<file path="config.mk">
export PLATFORM = sky130hd
export DESIGN_NAME = fft_radix2_iter
export DESIGN_NICKNAME = d
export VERILOG_FILES = /design/src/rtl/fft_pkg.sv /design/src/rtl/fft_radix2_iter_butterfly.sv /design/src/rtl/fft_radix2_iter.sv
export SDC_FILE = /design/constraint.sdc
export NUM_CORES = 2
export LEC_CHECK = 0
export ABC_AREA = 1
export CAP_MARGIN = 20
export CORE_MARGIN = 8
export CORE_UTILIZATION = 60
export DETAILED_ROUTE_END_ITERATION = 10
export GPL_TIMING_DRIVEN = 0
export PLACE_DENSITY = 0.84
export RECOVER_POWER = 50
export SYNTH_ARGS = -nofsm -noshare
export SYNTH_HDL_FRONTEND = slang
export SYNTH_SLANG_ARGS = --single-unit
export TNS_END_PERCENT = 50
</file>
<file path="constraint.sdc">
create_clock -name CLK -period 15.65 [get_ports CLK]
set_input_delay 1.565 -clock CLK [delete_from_list [all_inputs] [get_ports CLK]]
set_output_delay 1.565 -clock CLK [all_outputs]
set_load 0.1 [all_outputs]
</file>
<file path="src/rtl/fft_pkg.sv">
// Shared types and elaboration-time helpers for the iterative radix-2 FFT.
package fft_pkg;

  localparam int unsigned CplxW = 32;

  typedef struct packed {
    logic signed [CplxW-1:0] re;
    logic signed [CplxW-1:0] im;
  } cplx_t;

  typedef enum logic [1:0] {StLoad, StCompute, StUnload} fft_state_e;

  function automatic int unsigned clog2(input int unsigned v);
    int unsigned r;
    r = 0;
    while ((32'd1 << r) < v) r++;
    return r;
  endfunction

  function automatic logic [5:0] bitrev(input logic [5:0] v, input int unsigned width);
    logic [5:0] r;
    r = '0;
    for (int unsigned i = 0; i < 6; i++) begin
      if (i < width) r[3'(i)] = v[3'(width - 1 - i)];
    end
    return r;
  endfunction

  // cos(pi*q/32) scaled by 2^30, q = 0..16; a quarter wave covers every N up to 64
  function automatic longint cos_q30(input int unsigned q);
    case (q)
      0:       return 64'sd1073741824;
      1:       return 64'sd1068571464;
      2:       return 64'sd1053110176;
      3:       return 64'sd1027506861;
      4:       return 64'sd992008094;
      5:       return 64'sd946955747;
      6:       return 64'sd892783698;
      7:       return 64'sd830013654;
      8:       return 64'sd759250125;
      9:       return 64'sd681174602;
      10:      return 64'sd596538995;
      11:      return 64'sd506158392;
      12:      return 64'sd410903207;
      13:      return 64'sd311690799;
      14:      return 64'sd209476638;
      15:      return 64'sd105245103;
      default: return 64'sd0;
    endcase
  endfunction

  // Round-half-up of a non-negative Q30 magnitude down to (tw-2) fraction bits
  function automatic longint quant(input longint v, input int unsigned tw);
    int unsigned sh;
    sh = 32 - tw;
    if (sh == 0) return v;
    return (v + (64'sd1 <<< (sh - 1))) >>> sh;
  endfunction

  // W_n^k = cos(2*pi*k/n) - j*sin(2*pi*k/n), valid for k < n/2
  function automatic cplx_t twiddle(input int unsigned k, input int unsigned n,
                                    input int unsigned tw);
    int unsigned q;
    longint      c;
    longint      s;
    cplx_t       r;
    q = k * (64 / n);
    if (q <= 16) begin
      c = quant(cos_q30(q), tw);
      s = quant(cos_q30(16 - q), tw);
    end else begin
      c = -quant(cos_q30(32 - q), tw);
      s = quant(cos_q30(q - 16), tw);
    end
    r.re = CplxW'(c);
    r.im = CplxW'(-s);
    return r;
  endfunction

endpackage

</file>
<file path="src/rtl/fft_radix2_iter_butterfly.sv">
// Combinational radix-2 DIT butterfly: A +/- B*W with optional halving and wrap detection.
module fft_r2_butterfly #(
  parameter int unsigned W  = 16,
  parameter int unsigned TW = 16
) (
  input  logic signed [W-1:0]  a_re_i,
  input  logic signed [W-1:0]  a_im_i,
  input  logic signed [W-1:0]  b_re_i,
  input  logic signed [W-1:0]  b_im_i,
  input  logic signed [TW-1:0] w_re_i,
  input  logic signed [TW-1:0] w_im_i,
  input  logic                 scale_en_i,
  output logic signed [W-1:0]  a_re_o,
  output logic signed [W-1:0]  a_im_o,
  output logic signed [W-1:0]  b_re_o,
  output logic signed [W-1:0]  b_im_o,
  output logic                 ovf_o
);

  localparam int unsigned PW = W + TW + 1;
  localparam int unsigned SW = PW + 1;

  logic signed [PW-1:0] p_re, p_im, t_re, t_im;
  logic signed [SW-1:0] sum  [4];
  logic signed [SW-1:0] kept [4];
  logic        [W-1:0]  res  [4];
  logic        [3:0]    ov;

  assign p_re = b_re_i * w_re_i - b_im_i * w_im_i;
  assign p_im = b_re_i * w_im_i + b_im_i * w_re_i;
  assign t_re = p_re >>> (TW - 2);
  assign t_im = p_im >>> (TW - 2);

  always_comb begin
    sum[0] = a_re_i + t_re;
    sum[1] = a_im_i + t_im;
    sum[2] = a_re_i - t_re;
    sum[3] = a_im_i - t_im;
    for (int i = 0; i < 4; i++) begin
      kept[i] = scale_en_i ? (sum[i] >>> 1) : sum[i];
      res[i]  = kept[i][W-1:0];
      // Wrapped if the retained W bits no longer sign-extend back to the exact value
      ov[i]   = kept[i] != SW'($signed(res[i]));
    end
  end

  assign a_re_o = res[0];
  assign a_im_o = res[1];
  assign b_re_o = res[2];
  assign b_im_o = res[3];
  assign ovf_o  = |ov;

endmodule

</file>
<file path="src/rtl/fft_radix2_iter.sv">
// Iterative in-place radix-2 DIT FFT: bit-reversed load, one butterfly per cycle, natural-order
// unload over valid/ready streams.
module fft_radix2_iter
  import fft_pkg::*;
#(
  parameter int unsigned N    = 8,
  parameter int unsigned W    = 16,
  parameter int unsigned TW   = 16,
  localparam int unsigned LogN = clog2(N)
) (
  input  logic                CLK,
  input  logic                RST_N,
  input  logic                in_valid_i,
  output logic                in_ready_o,
  input  logic signed [W-1:0] in_real_i,
  input  logic signed [W-1:0] in_imag_i,
  input  logic                scale_en_i,
  output logic                out_valid_o,
  input  logic                out_ready_i,
  output logic signed [W-1:0] out_real_o,
  output logic signed [W-1:0] out_imag_o,
  output logic [LogN-1:0]     out_index_o,
  output logic                out_last_o,
  output logic                busy_o,
  output logic                ovf_o
);

  localparam int unsigned Half = N / 2;

  fft_state_e          state_q;
  logic [LogN-1:0]     cnt_q, out_idx_q;
  logic [2:0]          stage_q;
  logic                scale_q, ovf_q;
  logic signed [W-1:0] out_re_q, out_im_q;
  logic signed [W-1:0] mem_re_q [N];
  logic signed [W-1:0] mem_im_q [N];

  logic signed [TW-1:0] tw_re [Half];
  logic signed [TW-1:0] tw_im [Half];

  for (genvar k = 0; k < Half; k++) begin : g_tw
    localparam cplx_t Tw = twiddle(k, N, TW);
    assign tw_re[k] = Tw.re[TW-1:0];
    assign tw_im[k] = Tw.im[TW-1:0];
  end

  logic [LogN-1:0] span, low, idx_a, idx_b, load_addr;
  logic [LogN-2:0] tw_idx;

  // During COMPUTE cnt_q is the butterfly number j within the current stage
  always_comb begin
    span      = LogN'(1) << stage_q;
    low       = cnt_q & (span - LogN'(1));
    idx_a     = ((cnt_q >> stage_q) << (stage_q + 3'd1)) | low;
    idx_b     = idx_a | span;
    tw_idx    = (LogN-1)'(low << (3'(LogN - 1) - stage_q));
    load_addr = LogN'(bitrev(6'(cnt_q), LogN));
  end

  logic signed [W-1:0] bf_a_re, bf_a_im, bf_b_re, bf_b_im;
  logic                bf_ovf;

  fft_r2_butterfly #(
    .W  (W),
    .TW (TW)
  ) u_bfly (
    .a_re_i     (mem_re_q[idx_a]),
    .a_im_i     (mem_im_q[idx_a]),
    .b_re_i     (mem_re_q[idx_b]),
    .b_im_i     (mem_im_q[idx_b]),
    .w_re_i     (tw_re[tw_idx]),
    .w_im_i     (tw_im[tw_idx]),
    .scale_en_i (scale_q),
    .a_re_o     (bf_a_re),
    .a_im_o     (bf_a_im),
    .b_re_o     (bf_b_re),
    .b_im_o     (bf_b_im),
    .ovf_o      (bf_ovf)
  );

  always_ff @(posedge CLK) begin
    if (state_q == StLoad && in_valid_i) begin
      mem_re_q[load_addr] <= in_real_i;
      mem_im_q[load_addr] <= in_imag_i;
    end else if (state_q == StCompute) begin
      mem_re_q[idx_a] <= bf_a_re;
      mem_im_q[idx_a] <= bf_a_im;
      mem_re_q[idx_b] <= bf_b_re;
      mem_im_q[idx_b] <= bf_b_im;
    end
  end

  always_ff @(posedge CLK) begin
    if (!RST_N) begin
      state_q   <= StLoad;
      cnt_q     <= '0;
      stage_q   <= '0;
      scale_q   <= 1'b0;
      ovf_q     <= 1'b0;
      out_idx_q <= '0;
      out_re_q  <= '0;
      out_im_q  <= '0;
    end else begin
      unique case (state_q)
        StLoad: begin
          if (in_valid_i) begin
            if (cnt_q == '0) begin
              scale_q <= scale_en_i;
              ovf_q   <= 1'b0;
            end
            if (cnt_q == LogN'(N - 1)) begin
              cnt_q   <= '0;
              state_q <= StCompute;
            end else begin
              cnt_q <= cnt_q + LogN'(1);
            end
          end
        end
        StCompute: begin
          if (bf_ovf) ovf_q <= 1'b1;
          if (cnt_q == LogN'(Half - 1)) begin
            cnt_q <= '0;
            if (stage_q == 3'(LogN - 1)) begin
              // Bin 0 was finalised earlier in the last stage, so it is safe to read now
              stage_q   <= '0;
              state_q   <= StUnload;
              out_idx_q <= '0;
              out_re_q  <= mem_re_q[0];
              out_im_q  <= mem_im_q[0];
            end else begin
              stage_q <= stage_q + 3'd1;
            end
          end else begin
            cnt_q <= cnt_q + LogN'(1);
          end
        end
        StUnload: begin
          if (out_ready_i) begin
            if (out_idx_q == LogN'(N - 1)) begin
              state_q   <= StLoad;
              out_idx_q <= '0;
              out_re_q  <= '0;
              out_im_q  <= '0;
            end else begin
              out_idx_q <= out_idx_q + LogN'(1);
              out_re_q  <= mem_re_q[out_idx_q + LogN'(1)];
              out_im_q  <= mem_im_q[out_idx_q + LogN'(1)];
            end
          end
        end
        default: state_q <= StLoad;
      endcase
    end
  end

  assign in_ready_o  = state_q == StLoad;
  assign out_valid_o = state_q == StUnload;
  assign busy_o      = state_q != StLoad;
  assign out_last_o  = (state_q == StUnload) && (out_idx_q == LogN'(N - 1));
  assign out_real_o  = out_re_q;
  assign out_imag_o  = out_im_q;
  assign out_index_o = out_idx_q;
  assign ovf_o       = ovf_q;

endmodule

</file>
======== Word-level counts from Yosys, hierarchy flattened ========
Memories as Yosys holds them, arrays and structs flattened.
Cells that the tools add are included.
word-level totals
  flip-flop bits (word level) ............. 45
  RAM bits ................................ 256
  input port bits ......................... 37
  word-level logic and storage cells ...... 120
  memories kept ........................... 2
memory list
  name      words  bits a word  read ports  clocked after memory_dff  wr ports  line                   source
  mem_im_q  8      16           4           0                         2         fft_radix2_iter.sv:36  logic signed [W-1:0] mem_im_q [N];
  mem_re_q  8      16           4           0                         2         fft_radix2_iter.sv:35  logic signed [W-1:0] mem_re_q [N];
cells by class
  add/subtract/negate cells ............... 11
  multipliers ............................. 4
  $lt $le $gt $ge ......................... 1
  eq/ne operators ......................... 18
  shift operators ......................... 4
  mux-type cells .......................... 52
  bitwise operators ....................... 4
  reductions and logical operators ........ 16
operator list
  operator             number
  $mux 16              14
  $mul 16x16->32       4
  $mux 19              4
  $bmux 16 s2          2
  $pmux 16 s2          2
  $add 16x19->20       2
  $sub 16x19->20       2
  $add 32x32->33       1
  $sub 32x32->33       1
  $reduce_or 16->1     2
  $mux 3               10
  $ne 4x1->1           4
  $mux 2               6
  $ne 2x1->1 const B   6
  $pmux 3 s2           2
  $mux 1               10
  $add 3x1->3 const B  3
  $reduce_and 4->1     2
  $eq 3x2->1 const B   2
  $eq 3x3->1 const B   2
  $or 3x3->3           2
  $pmux 2 s3           1
  $reduce_and 6->1     1
  $reduce_bool 2->1    3
  19 further kinds     22

======== Logic depth before layout (Yosys ltp) ========
  depth after elaboration ................. 16
  depth in mapped cells ................... 69

======== Hierarchy ========
From an unflattened synthesis, not the netlist that was laid out.
second synthesis, totals
  cells, all modules ...................... 9345
  area total of the unflattened synthesis .. 68528.2 um2
by module, submodules not included
  module            times used  cells an instance  area each (um2)  seq. area each (um2)
  fft_r2_butterfly  1           6171               47305.4          0.0
  fft_radix2_iter   1           3174               21222.9          8588.2

======== Worst setup path after synthesis ========
Ideal clock, no wire load.
  path kind ............................... register to register
  start ................................... reg stage_q[0]
  end ..................................... mem mem_re_q[0][14] (data pin)
  library setup time ...................... 0.253 ns
  data arrival time ....................... 11.196 ns
  data required time ...................... 15.397 ns
  slack ................................... 4.201 ns
  stages on the path, launching flop included .. 60
  buffers on the path ..................... 6
  clock period less this slack ............ 11.449 ns
  cells stage by stage .................... dfxtp_1 buf_4 inv_4 ha_1 nand2_2 buf_4 buf_2 ha_1 nor2_1 nand4_1 nand2_1 ha_1 clkbuf_1 inv_2 clkbuf_1 nor2_1 inv_1 fa_1 [... 24 more ...] clkbuf_1 inv_1 a21oi_1 a21boi_0 o21ai_0 a21oi_1 inv_1 nand2_1 inv_1 nor2_1 nor2_1 nor2_1 o21ai_0 or2_2 nand3_1 o21ai_1 nand2_1 nand2_1
RTL lines
  item                    line                    source
  from (decl)             fft_radix2_iter.sv:32   logic [2:0] stage_q;
  from (signal assigned)  fft_radix2_iter.sv:131  stage_q <= stage_q + 3'd1;
  to (decl)               fft_radix2_iter.sv:35

======== Worst setup path after layout ========
  start ................................... reg stage_q[0]
  end ..................................... reg ovf_q, in the netlist ovf_o
between the ends
  word-level cells in the longest chain between the ends .. 16
  elaborated cells on any way between the ends .. 40
  those cells by class .................... add/sub: 9; mul: 4; eq/ne: 5; shift: 4; mux: 10; bitwise: 4; reduce/logical: 2; memory: 2
RTL lines
  item                                                     line                                                              source
  $shl 1x3->3                                              fft_radix2_iter.sv:52                                             span = LogN'(1) << stage_q;
  $sub 3x1->3                                              fft_radix2_iter.sv:53                                             low = cnt_q & (span - LogN'(1));
  $and 3x3->3                                              fft_radix2_iter.sv:53
  $shl 3x3->2                                              fft_radix2_iter.sv:56                                             tw_idx = (LogN-1)'(low << (3'(LogN - 1) - stage_q));
  $not 2->3 (not written as such)                          fft_radix2_iter.sv:71, fft_radix2_iter.sv:72
  $bmux 16 s2 (on tied branches)                           fft_radix2_iter.sv:71, fft_radix2_iter.sv:72
  $mux 16 (on tied branches) (2 in a row)                  fft_radix2_iter.sv:71, fft_radix2_iter.sv:72
  $mul 16x16->32 (on tied branches)                        fft_radix2_iter_butterfly.sv:29, fft_radix2_iter_butterfly.sv:30
  $sub 32x32->33 / $add 32x32->33 (equally long branches)  fft_radix2_iter_butterfly.sv:29, fft_radix2_iter_butterfly.sv:30
  $add 16x19->20 (tied with other cells)                   fft_radix2_iter_butterfly.sv:35                                   sum[0] = a_re_i + t_re;
  $mux 19                                                  fft_radix2_iter_butterfly.sv:40                                   kept[i] = scale_en_i ? (sum[i] >>> 1) : sum[i];
  $ne 4x1->1                                               fft_radix2_iter_butterfly.sv:43                                   ov[i] = kept[i] != SW'($signed(res[i]));
  $reduce_or 4->1 *                                        fft_radix2_iter_butterfly.sv:51                                   assign ovf_o = |ov;
  $ne 2x2->1 (no line) *                                   n/a
  $reduce_and 4->1 (no line) *                             n/a
  to (signal assigned)                                     fft_radix2_iter.sv:99                                             ovf_q <= 1'b0;
  to (signal assigned)                                     fft_radix2_iter.sv:109                                            ovf_q <= 1'b0;
  to (signal assigned)                                     fft_radix2_iter.sv:120                                            if (bf_ovf) ovf_q <= 1'b1;
  to (decl)                                                fft_radix2_iter.sv:33                                             logic scale_q, ovf_q;
Every way passes the cells marked *; elsewhere a longest branch is shown, timed or not. The select of a mux whose other input is x is not followed.
A chain may end at the register's enable or synchronous reset.

==> metrics.cfg <==
[synthesis]
synth_largest_area_cell=fa_1
synth_seq_cells=301
syn_nets=8457
yosys-top-cells-count=inv_1, nand2_1, fa_1, o21ai_0, ha_1
syn_inst=7051
synth_area_um2=56300
ys.warnings.count=0
async_flop_share_pct=0
synthTopCellsByArea=fa_1, edfxtp_1, ha_1
synth-edff-count=256
synth.top_cell.area_share_pct=31.2
synth.distinct_cells=61
syn_area_per_cell_um2=7.98
synth-main-ff-cell=edfxtp_1
ys_seq_area_share_pct=15.3
yosysMostFrequentCell=inv_1

[final_layout]
final-seq-area_um2=8590
multi_input_area_um2=40800
final_cells=8553
fillCellCount=7652
drive_above_1_share_pct=3.73
syn_to_final_growth_pct=8.33
finalNetCount=8671

[sta]
finalMaxSlewViolations=205
period_minus_slack_ns=15.28
max_slew_margin_pct=-203
hold_viol=0
fin_tns_setup_ns=0
setup_viol=0
rsz0062_at_grt=no
fmax_mhz=65.4
skew_ns=0.0188
setup_slack_ns=0.369
tightest_slew_ns=4.50
finalCritPeriodShare_pct=97.6
holdWs_ns=0.453

[min_path]
hold_depth=2
hold_path.class=reg2reg

[worst_setup_path]
crit_arrival_ns=15.80
critPathCapture=ovf_o
crit_start=stage_q[0]
path_delay_family=adder cells
max_stage_delay_ns=0.89
ff2ff_path_depth=57
reg2reg_from=stage_q[0]
r2r_end=ovf_o
crit_cells=57
critical_path.max_fanout=10
worst_path_most_repeated_cell=nand2_1
r2r_slack_ns=0.37
slowest_stage=nor2_1
path_class=reg2reg
required_ns=16.17
worst-path-buf-inv=16
end_kind=flop
startpoint_type=flop

[routing]
wire_per_inst_um=31.2
ant_nets=0
drt_pass1_iterations=10
viasPerCell=6.48
drt-total-wl_mm=267
post-route-drc-count=0
vias=55400
drt_iter0_markers=8000

[floorplanning]
core-area_um2=93200
start_util_pct=60.4
die_w_um=322
dieArea_um2=104000
fp.dieH_um=322
num_io_pins=77
placementRows=112

[flow_run]
drv_cap=12

[cts]
numCtsBuffers=30
hold_buffers=0
h-tree-depth=1
clock_sinks=301
root_buffer=clkbuf_16
path_clk_slew_ns=0.07
clockBufferDepth=3
clkLatencyLatePin_ns=0.64
cts_tree=yes

[global_routing]
grt_pass1_wl_mm=386
grt_pass1_vias=56400
groute.usage.overall_pct=51.7
grt_antenna_before_repair=18
grt.overflow.total=0
grt_max_degree=35

[run_status]
failed_checks=capacitance limit, slew limit
status=finished with violations

[placement]
gp_congestion=1.19
pre_cts_ws_ns=0.404
dp_cells=8440
port-buffer-count=75
hpwl_mm=210

[cell type report]
| cell class | count | share of cell area [%] |
|---|---|---|
| Clock buffer | 46 | 1.48 |
| Sequential cell | 301 | 14.1 |
| Multi-Input combinational cell | 4910 | 66.9 |
| Tap cell | 1254 | 2.57 |
| Inverter | 1565 | 9.64 |
| Timing Repair Buffer | 182 | 3.35 |
| Buffer | 275 | 1.82 |
| Clock inverter | 10 | 0.101 |
| Antenna cell | 10 | 0.0410 |
[worst register-to-register path: cells and delay by family (launching register included)]
family                     cells  cell delay [ns]
xor gates and xnor gates       1             0.26
adders and majority gates     11             5.28
buffers and inverters         16             3.43
DFF                            1             0.36
and+or+nand+nor               25             4.81
AOI/OAI and AO/OA              4             1.01
[cell families (layout without fill, tap and decap cells)]
kind of cell	Yosys count	count (layout)	share of synthesized area (%)
buf+inv	1840	2078	12.4
xor+xnor	126	126	2.00
mux	7	7	0.136
compound gates	1384	1384	13.5
fa+ha+maj	1369	1369	42.1
flops	301	301	15.3
simple gates	2024	2024	14.6
other cells	0	10	0
[repair_timing]
action	in CTS	in global routing
endpoints found under the setup margin	0	69
setup buffers	0	4
gates resized for setup	0	26
[how the worst min path moves through the flow]
| stage | from | end |
|---|---|---|
| after floorplan | cnt_q[0] | cnt_q[0] |
| after global placement | ovf_o | ovf_o |
| after detailed placement | ovf_o | ovf_o |
| after CTS | ovf_o | ovf_o |
| after global routing | ovf_o | ovf_o |
| final | ovf_o | ovf_o |
[per-stage QoR]
stage / cell area (um2) / util [%]
2_1_floorplan: 56300 / -
3_3_place_gp: 58600 / 62.9
3_5_place_dp: 59500 / 63.9
4_1_cts: 60500 / 64.9
5_1_grt: 61000 / 65.4
6_report: 61000 / 65.4
[per-layer routing]
layer / part of all wire [%] / track usage (%)
met2: 42 / 76.3
met4: 14 / 49.9
met3: 14 / 22.4
met5: 0.16 / 1.90
met1: 31 / 54.7
[registers in the layout (all words and copies together), names as in the netlist]
name and cells:
mem_re_q 128, mem_im_q 128, out_index_o 3, stage_q 3, scale_q 1, state_q 2
ovf_o 1, out_imag_o 16, out_real_o 16, cnt_q 3
[placed cells by master, fill, tap and decap left out, types with 15 or more instances in the layout]
cell	synthesis	routed
inv_1	1543	1543
nand2_1	1179	1178
fa_1	876	876
o21ai_0	692	687
ha_1	493	493
nor2_1	484	466
a21oi_1	393	394
edfxtp_1	256	256
nand3_1	233	233
clkbuf_1	209	223
o211ai_1	96	96
xor2_1	90	90
a31oi_1	67	67
dfxtp_1	45	45
dlygate4sd3_1	0	41
nand4_1	39	39
buf_8	1	38
clkdlybuf4s50_1	0	34
xnor2_1	33	33
nor3_1	33	32
clkbuf_16	0	31
buf_1	34	30
buf_4	6	27
o21ai_1	25	26
buf_2	24	25
nor2_2	10	25
a32oi_1	21	21
buf_6	1	19
nand2_2	14	15
a211oi_1	15	15
Power is left out: the tool's default activity adds up to more than one toggle a clock period on the data nets, which glitch-free logic cannot reach.
